<file path="src/rtl/conv55_pkg.sv">
// ---------------------------------------------------------------
// conv55_pkg : shared constants and FSM state encoding for conv55
// Rev 1.0
// ---------------------------------------------------------------
`default_nettype none

package conv55_pkg;

  localparam int ELEM_W = 6;
  localparam int TAPS   = 25;
  localparam int OUT_W  = 18;

  typedef enum logic [2:0] {
    ST_IDLE   = 3'd0,
    ST_LOAD_K = 3'd1,
    ST_LOAD_D = 3'd2,
    ST_WAIT   = 3'd3,
    ST_OUT    = 3'd4
  } conv55_state_t;

endpackage

`default_nettype wire

</file>
<file path="src/rtl/conv55_tap_buf.sv">
// ---------------------------------------------------------------
// conv55_tap_buf : TAPS x ELEM_W register file, indexed write, flat read
// Rev 1.0
// ---------------------------------------------------------------
`default_nettype none

module conv55_tap_buf #(
  parameter int ELEM_W = 6,
  parameter int TAPS   = 25,
  parameter int IDX_W  = 5
) (
  input  logic                     clk,
  input  logic                     rst_n,
  input  logic                     we,
  input  logic [IDX_W-1:0]         idx,
  input  logic [ELEM_W-1:0]        wdata,
  output logic [TAPS*ELEM_W-1:0]   rdata
);

  genvar i;
  generate
    for (i = 0; i < TAPS; i++) begin : g_tap
      logic [ELEM_W-1:0] tap;

      always_ff @(posedge clk or negedge rst_n) begin
        if (!rst_n)
          tap <= '0;
        else if (we && (idx == IDX_W'(i)))
          tap <= wdata;
      end

      assign rdata[i*ELEM_W +: ELEM_W] = tap;
    end
  endgenerate

endmodule

`default_nettype wire

</file>
<file path="src/rtl/conv55_sched.sv">
// ---------------------------------------------------------------
// conv55_sched : kernel/window operand sequencer for the 5x5 PIM conv
// Optional handshake counter port enabled by CONV55_SCHED_PERF_EN. Rev 1.0
// ---------------------------------------------------------------
`default_nettype none

module conv55_sched
  import conv55_pkg::*;
#(
  parameter int ELEM_W  = conv55_pkg::ELEM_W,
  parameter int TAPS    = conv55_pkg::TAPS,
  parameter int OUT_W   = conv55_pkg::OUT_W,
  parameter int PIM_LAT = 1
) (
  input  logic                   clk,
  input  logic                   rst_n,
  input  logic                   kload_req,
  input  logic                   s_valid,
  output logic                   s_ready,
  input  logic [ELEM_W-1:0]      s_data,
  output logic [TAPS*ELEM_W-1:0] pim_data,
  output logic [TAPS*ELEM_W-1:0] pim_kernel,
  input  logic [OUT_W-1:0]       pim_out,
  output logic                   m_valid,
  input  logic                   m_ready,
  output logic [OUT_W-1:0]       m_data,
`ifdef CONV55_SCHED_PERF_EN
  output logic [31:0]            perf_cnt,
`endif
  output logic                   busy,
  output logic                   kern_ok
);

  localparam int CNT_W  = $clog2(TAPS);
  localparam int WCNT_W = (PIM_LAT < 1) ? 1 : $clog2(PIM_LAT + 1);

  localparam logic [2:0] S_IDLE   = 3'(ST_IDLE);
  localparam logic [2:0] S_LOAD_K = 3'(ST_LOAD_K);
  localparam logic [2:0] S_LOAD_D = 3'(ST_LOAD_D);
  localparam logic [2:0] S_WAIT   = 3'(ST_WAIT);
  localparam logic [2:0] S_OUT    = 3'(ST_OUT);

  logic [2:0]        state;
  logic [CNT_W-1:0]  cnt;
  logic [WCNT_W-1:0] wcnt;
  logic              hs;
  logic              last_tap;
  logic              k_we;
  logic              d_we;

  assign s_ready  = (state == S_LOAD_K) || (state == S_LOAD_D);
  assign m_valid  = (state == S_OUT);
  assign busy     = (state != S_IDLE);
  assign hs       = s_valid && s_ready;
  assign last_tap = (cnt == CNT_W'(TAPS - 1));
  assign k_we     = hs && (state == S_LOAD_K);
  assign d_we     = hs && (state == S_LOAD_D);

  always_ff @(posedge clk or negedge rst_n) begin
    if (!rst_n) begin
      state   <= S_IDLE;
      cnt     <= '0;
      wcnt    <= '0;
      kern_ok <= 1'b0;
      m_data  <= '0;
    end else begin
      case (state)
        S_IDLE: begin
          // A kernel reload request wins over starting another window.
          if (kload_req) begin
            kern_ok <= 1'b0;
            cnt     <= '0;
            state   <= S_LOAD_K;
          end else if (kern_ok) begin
            cnt   <= '0;
            state <= S_LOAD_D;
          end
        end
        S_LOAD_K: begin
          if (hs) begin
            if (last_tap) begin
              cnt     <= '0;
              kern_ok <= 1'b1;
              state   <= S_IDLE;
            end else begin
              cnt <= cnt + CNT_W'(1);
            end
          end
        end
        S_LOAD_D: begin
          if (hs) begin
            if (last_tap) begin
              cnt   <= '0;
              wcnt  <= '0;
              state <= S_WAIT;
            end else begin
              cnt <= cnt + CNT_W'(1);
            end
          end
        end
        S_WAIT: begin
          if (wcnt == WCNT_W'(PIM_LAT)) begin
            m_data <= pim_out;
            state  <= S_OUT;
          end else begin
            wcnt <= wcnt + WCNT_W'(1);
          end
        end
        S_OUT: begin
          if (m_ready)
            state <= S_IDLE;
        end
        default: state <= S_IDLE;
      endcase
    end
  end

`ifdef CONV55_SCHED_PERF_EN
  always_ff @(posedge clk or negedge rst_n) begin
    if (!rst_n)
      perf_cnt <= '0;
    else if (m_valid && m_ready)
      perf_cnt <= perf_cnt + 32'd1;
  end
`endif

  conv55_tap_buf #(
    .ELEM_W (ELEM_W),
    .TAPS   (TAPS),
    .IDX_W  (CNT_W)
  ) u_kernel_buf (
    .clk   (clk),
    .rst_n (rst_n),
    .we    (k_we),
    .idx   (cnt),
    .wdata (s_data),
    .rdata (pim_kernel)
  );

  conv55_tap_buf #(
    .ELEM_W (ELEM_W),
    .TAPS   (TAPS),
    .IDX_W  (CNT_W)
  ) u_data_buf (
    .clk   (clk),
    .rst_n (rst_n),
    .we    (d_we),
    .idx   (cnt),
    .wdata (s_data),
    .rdata (pim_data)
  );

endmodule

`default_nettype wire

</file>
<file path="config.mk">
export PLATFORM = sky130hd
export DESIGN_NAME = conv55_sched
export DESIGN_NICKNAME = d
export VERILOG_FILES = /design/src/rtl/conv55_pkg.sv /design/src/rtl/conv55_tap_buf.sv /design/src/rtl/conv55_sched.sv
export SDC_FILE = /design/constraint.sdc
export NUM_CORES = 1
export LEC_CHECK = 0
export CAP_MARGIN = 20
export CELL_PAD_IN_SITES_DETAIL_PLACEMENT = 1
export CELL_PAD_IN_SITES_GLOBAL_PLACEMENT = 1
export CORE_ASPECT_RATIO = 0.8
export CORE_MARGIN = 3
export CORE_UTILIZATION = 43
export DETAILED_ROUTE_END_ITERATION = 6
export PLACE_DENSITY_LB_ADDON = 0.1
export SYNTH_ARGS = -nofsm -noshare
export SYNTH_HDL_FRONTEND = slang
export SYNTH_SLANG_ARGS = --single-unit
export TNS_END_PERCENT = 30
</file>
<file path="constraint.sdc">
create_clock -name clk -period 4.4 [get_ports clk]
set_clock_uncertainty 0.1 [all_clocks]
set_input_delay 0.88 -clock clk [delete_from_list [all_inputs] [get_ports clk]]
set_output_delay 0.88 -clock clk [all_outputs]
set_load 0.01 [all_outputs]
</file>
* Word level (Yosys, flattened, before mapping) *
Index checks and enable logic that the tools add are counted.

storage, ports and cells
  register bits after elaboration = 328
  bits of input ports = 29
  output and inout port bits = 322
  logic and storage cells = 182

cells by class
  $add $sub $neg = 2
  equal/unequal tests = 37
  muxes and demuxes = 22
  reductions and logical operators = 66

operator list
  cell                                            number
  logical AND 1 bit                               53
  == test 5 bit (second input constant)           9
  == test 5 x 4 -> 1 bit (second input constant)  8
  2-to-1 mux 3 bit                                8
  == test 5 x 3 -> 1 bit (second input constant)  4
  2-to-1 mux 5 bit                                4
  one-hot mux 3 bit (5 select lines)              1
  != test 2 bit (second input constant)           6
  == test 5 x 2 -> 1 bit (second input constant)  2
  one-hot mux 5 bit (2 select lines)              1
  AND reduction 7 bit                             1
  == test 3 x 2 -> 1 bit (second input constant)  2
  2-to-1 mux 1 bit                                6
  AND reduction 3 bit                             2
  nonzero test 2 bit                              3
  adder 5 x 1 -> 5 bit (second input constant)    1
  == test 5 x 1 -> 1 bit (second input constant)  1
  zero test 5 bit                                 1
  != test 2 x 1 -> 1 bit (second input constant)  2
  one-hot mux 1 bit (2 select lines)              2
  AND reduction 4 bit                             1
  == test 3 x 1 -> 1 bit (second input constant)  1
  == test 3 bit (second input constant)           1
  zero test 3 bit                                 1
  6 further kinds                                 6

* Longest topological paths before layout *
  depth after elaboration = 5
  gate-level depth with buffers = 7

* Cells and area by module *
From an unflattened synthesis, not the netlist that was laid out.

unflattened totals
  cells, all modules = 816
  area total of the unflattened synthesis = 12839.8 um2

modules (own cells, without submodules)
  module          times used  cells each  area each (um2)  sequential area each (um2)
  conv55_tap_buf  2           358         5739.3           3753.6
  conv55_sched    1           100         1361.3           700.7

* Worst setup path after synthesis *
OpenSTA, ideal clock, no wires.

  path kind = input to register
  start = in s_valid
  end = reg u_kernel_buf.g_tap[20].tap[0]
  arrival = 2.321 ns
  required time = 4.175 ns
  setup slack = 1.854 ns
  stages on the path = 5
  path through = buf_2 -> nand3b_1 -> buf_4 -> nor3_2 -> mux2_2

on the way
  word-level cells in the longest chain between the ends = 3

ends and longest elaborated chain
  what                  line                  text
  from (decl)           conv55_sched.sv:18    input logic s_valid,
  logical AND 1 bit     conv55_sched.sv:54    assign hs = s_valid && s_ready;
  logical AND 1 bit     conv55_sched.sv:56    assign k_we = hs && (state == S_LOAD_K);
  logical AND 1 bit     conv55_tap_buf.sv:28  else if (we && (idx == IDX_W'(i)))
  to (signal assigned)  conv55_tap_buf.sv:29  tap <= wdata;
  to (decl)             conv55_tap_buf.sv:23  logic [ELEM_W-1:0] tap;

Every way passes these cells.
A chain may end at the register's enable or synchronous reset.

* Final worst setup path *
  start = reg state[1]
  end = out s_ready

on the way
  word-level cells in the longest chain between the ends = 2
  elaborated cells on any way between the ends = 3
  those cells by class = 2 x eq/ne; 1 x reduce/logical

ends and longest elaborated chain
  what                                                                     line                text
  from (decl)                                                              conv55_sched.sv:43  logic [2:0] state;
  from (signal assigned)                                                   conv55_sched.sv:61  state <= S_IDLE;
  from (signal assigned)                                                   conv55_sched.sv:73  state <= S_LOAD_K;
  from (signal assigned)                                                   conv55_sched.sv:76  state <= S_LOAD_D;
  == test 3 x 1 -> 1 bit / == test 3 x 2 -> 1 bit (equally long branches)  conv55_sched.sv:51  assign s_ready = (state == S_LOAD_K) || (state == S_LOAD_D);
  logical OR 1 bit (*)                                                     conv55_sched.sv:51
  to (decl)                                                                conv55_sched.sv:19  output logic s_ready,

Mark *: on every way between the ends. The rest lies on a longest branch, timed or not.

==> metrics.md <==
| Metric | Value |
|---|---|
| Status | `finished, final reports clean` |
| Post-synth EDFFs | `0` |
| GR Util All Layers | `24.2%` |
| Worst hold path class | `input pin to asynchronous set/reset pin` |
| # resized after CTS | `0` |
| Number of CTS-inserted buffers | `35` |
| Detail Placement HPWL | `around 26,000 um` |
| Tcrit/Tclk final | `between 70% and 80%` |
| RR Endpoint | `u_kernel_buf.g_tap[24].tap[1]` |
| Peak VDD IR | `roughly 0.43 mV` |
| Reg-to-Reg Start | `state[0]` |
| Startpoint Class | `flip-flop` |
| TNS Setup | `0 ns` |
| Antenna-violating nets left | `0` |
| Critical path required time | `3.42 ns` |
| Final core utilization | `about three fifths` |
| Iter 0 DRT Violations | `~270` |
| Cts hold-fix bufs | `0` |
| Seq cells post-synth | `328` |
| Filler Cells Inserted | `~2,800` |
| Worst R2R Setup Slack | `~1.5 ns` |
| CP Capture Type | `output port` |
| Final Hold Viols | `0` |
| Top FF cell, synth | `dfrtp_1` |
| Core Footprint | `a little under 30,000 um2` |
| Pin count of the biggest net entering global routing | `107` |
| Async SR Flop Fraction | `between 90% and 100%` |
| Placed Area | `between 15,000 and 20,000 um2` |
| Initial Util | `roughly 44%` |
| Worst hold margin | `approximately 0.30 ns` |
| Synth top area cells | `dfrtp_1, mux2_2, nor3_4` |
| Syn avg cell area | `15.9 um2` |
| Overall die height | `162 um` |
| Post-layout net count | `1,220` |
| Synthesized net count | `~860` |
| Gpl congestion | `about 0.8` |
| Finished Cell Area | `18,200 um2` |
| Worst Tran Pin Value | `0.988 ns` |
| Arrival time at the worst endpoint | `2.39 ns` |
| Skew-Pair Late Insertion Delay | `between 0.5 and 0.6 ns` |
| IO Port Bufs | `350` |
| H-Tree Depth | `2` |
| Yosys cell types | `47` |
| Cell area power density | `around 560 nW/um2` |
| Crit-path max cell delay | `~0.7 ns` |
| Initial antenna violation count | `0` |
| Max Slew Vio Count | `0` |
| Minimum clock period | `3.37 ns` |
| First-pass GRT wire length | `a little over 60,000 um` |
| Area grow syn2layout | `38.7%` |
| Share of layout cells above drive strength 1 | `between 30% and 40%` |
| CTS Sinks | `approximately 330` |
| # rows | `56` |
| Multi-input logic area | `about 4700 um2` |
| Critical-path top delay cell | `dfrtp_1` |
| Root Buffer | `clkbuf_16` |
| Ys Warns | `0` |
| TritonCTS clock tree | `built` |
| Vias in the first global route | `between 9,000 and 10,000` |
| Final setup violation count | `0` |
| FF+latch area | `roughly 8000 um2` |
| Synth Cell Area | `roughly 13,000 um2` |
| Area of the die | `about 33,000 um2` |
| Final global-route overflow total | `0` |
| Rel. slew slack | `between 30% and 40%` |
| Post-Synthesis Cells | `just over 800` |
| Final WL | `39,600 um` |
| Top Ports | `351` |
| CP cell instances | `xor2_1, nand2_1, inv_1, clkdlybuf4s50_1` |
| Unrepaired setup endpoints after global routing | `false` |
| Clock-pin slew on the worst setup and hold paths | `roughly 0.06 ns` |
| # DRC | `0` |
| Crit Path Class | `flip-flop to output port` |
| Die Span X | `around 200 um` |
| Sequential element share of the synthesized area | `between 60% and 70%` |
| First-pass DRT Iterations | `4` |
| Max clock buf depth | `3` |
| Post-CTS setup buffers | `0` |
| Via density | `5.23` |
| Synth area leader | `dfrtp_1` |
| MaxCap Viol Count | `0` |
| Via count | `8,442` |
| ANT cells | `0` |
| Yosys top cell area share | `62.4%` |
| Worst r2r path cells | `3` |
| P_leak | `8.37 nW` |
| Avg WL per Cell | `24.5 um` |
| Crit path max fanout | `17` |
| Max Clock Freq | `a little under 300 MHz` |
## synthesized netlist by cell type, types with 2 or more instances
cell type and count:
nor3_2 10, nand2_1 11, nor2_2 2, mux2_4 6, dfrtp_1 328, mux2_2 307
nand3_1 14, inv_1 11, nand4_1 9, nor3_4 22, nor2b_1 6, and2_1 2
nor2_1 5, or3b_1 2, buf_2 7, nand2b_1 4, nor3b_2 3, nand3b_1 2
buf_6 3, clkbuf_1 34, nor3_1 3, mux2_1 5, o32ai_1 3, o31ai_1 2
ha_1 5
## worst max-delay path by stage
stage,start,end
2_1_floorplan,s_valid,u_kernel_buf.g_tap[20].tap[0]
3_3_place_gp,s_valid,u_data_buf.g_tap[13].tap[4]
3_5_place_dp,s_valid,u_data_buf.g_tap[13].tap[1]
4_1_cts,state[1],s_ready
5_1_grt,state[1],s_ready
6_report,state[1],s_ready
## logic make-up (layout without fill, tap and decap cells)
| kind of cell | count (synthesis) | count (layout) | synth area share [%] |
|---|---|---|---|
| flip-flops | 328 | 328 | 62.4 |
| multiplexers | 318 | 318 | 27.4 |
| AND/OR/NAND/NOR | 102 | 102 | 6.62 |
| buffers and inverters | 58 | 439 | 2.01 |
| AO/OA/AOI/OAI | 15 | 15 | 0.933 |
| adder cells (fa/ha/maj) | 5 | 5 | 0.476 |
| XOR/XNOR | 2 | 2 | 0.133 |
## cell usage in the layout, fill, tap and decap left out, types with 2 or more instances in the layout
master           count
nand4_1              9
nor3_1               3
bufinv_16            2
clkinv_2             3
clkbuf_1             8
nor3b_2              3
mux2_4               6
o31ai_1              2
buf_2                6
clkbuf_8             8
buf_4               16
nand2_1             11
nor2b_1              6
nor3_2              10
mux2_1               5
mux2_2             307
and2_1               2
nand2b_1             4
nand3b_1             2
dfrtp_1            328
nor3_4              22
nor2_1               5
clkdlybuf4s50_1    343
ha_1                 5
clkbuf_16           37
inv_1               11
o32ai_1              3
nand3_1             14
nor2_2               2
## critical path, delay by kind of cell, from the launching register on
family	cells	cell delay, ns
xor+xnor	1	0.37
flops	1	0.68
simple gates	1	0.15
buf+inv	2	0.67
## through the flow
step | setup WS, ns | power (mW) | std cells
floorplan | 1.85 | 5.47 | 828
global placement | 1.15 | 7.23 | 1554
detailed placement | 1.07 | 7.31 | 1554
CTS | 1.02 | 10.4 | 1614
global route | 0.921 | 10.7 | 1615
finish | 1.03 | 10.2 | 1615
## cell type report
cell class                      instances  share of cell area [%]
Inverter                               11                   0.226
Clock inverter                          7                   0.501
Sequential cell                       328                    45.0
Multi-Input combinational cell        442                    25.6
Timing Repair Buffer                  368                    20.0
Tap cell                              406                    2.79
Clock buffer                           53                    5.85
## where the power goes
group          switching [mW]  internal, mW  leakage (nW)  total, mW
Sequential              0.444          3.68          4.39       4.12
Combinational            1.43          1.72          3.41       3.15
Clock                    1.18          1.79         0.568       2.97
Total                    3.05          7.19          8.37       10.2
## registers in the layout (all words and copies together) (netlist names)
signal	cells
cnt	5
kern_ok	1
m_data	18
state	3
u_data_buf.g_tap.tap	150
u_kernel_buf.g_tap.tap	150
wcnt	1
## per-layer routing
layer	up-vias	GRT usage (%)	share of wire, %
li1	3672	-	-
met1	4486	31.6	43
met2	232	40.1	48
met3	52	7.57	6.9
met4	0	5.55	2.0
met5	-	0	0
Power figures use the tool's default switching activity.
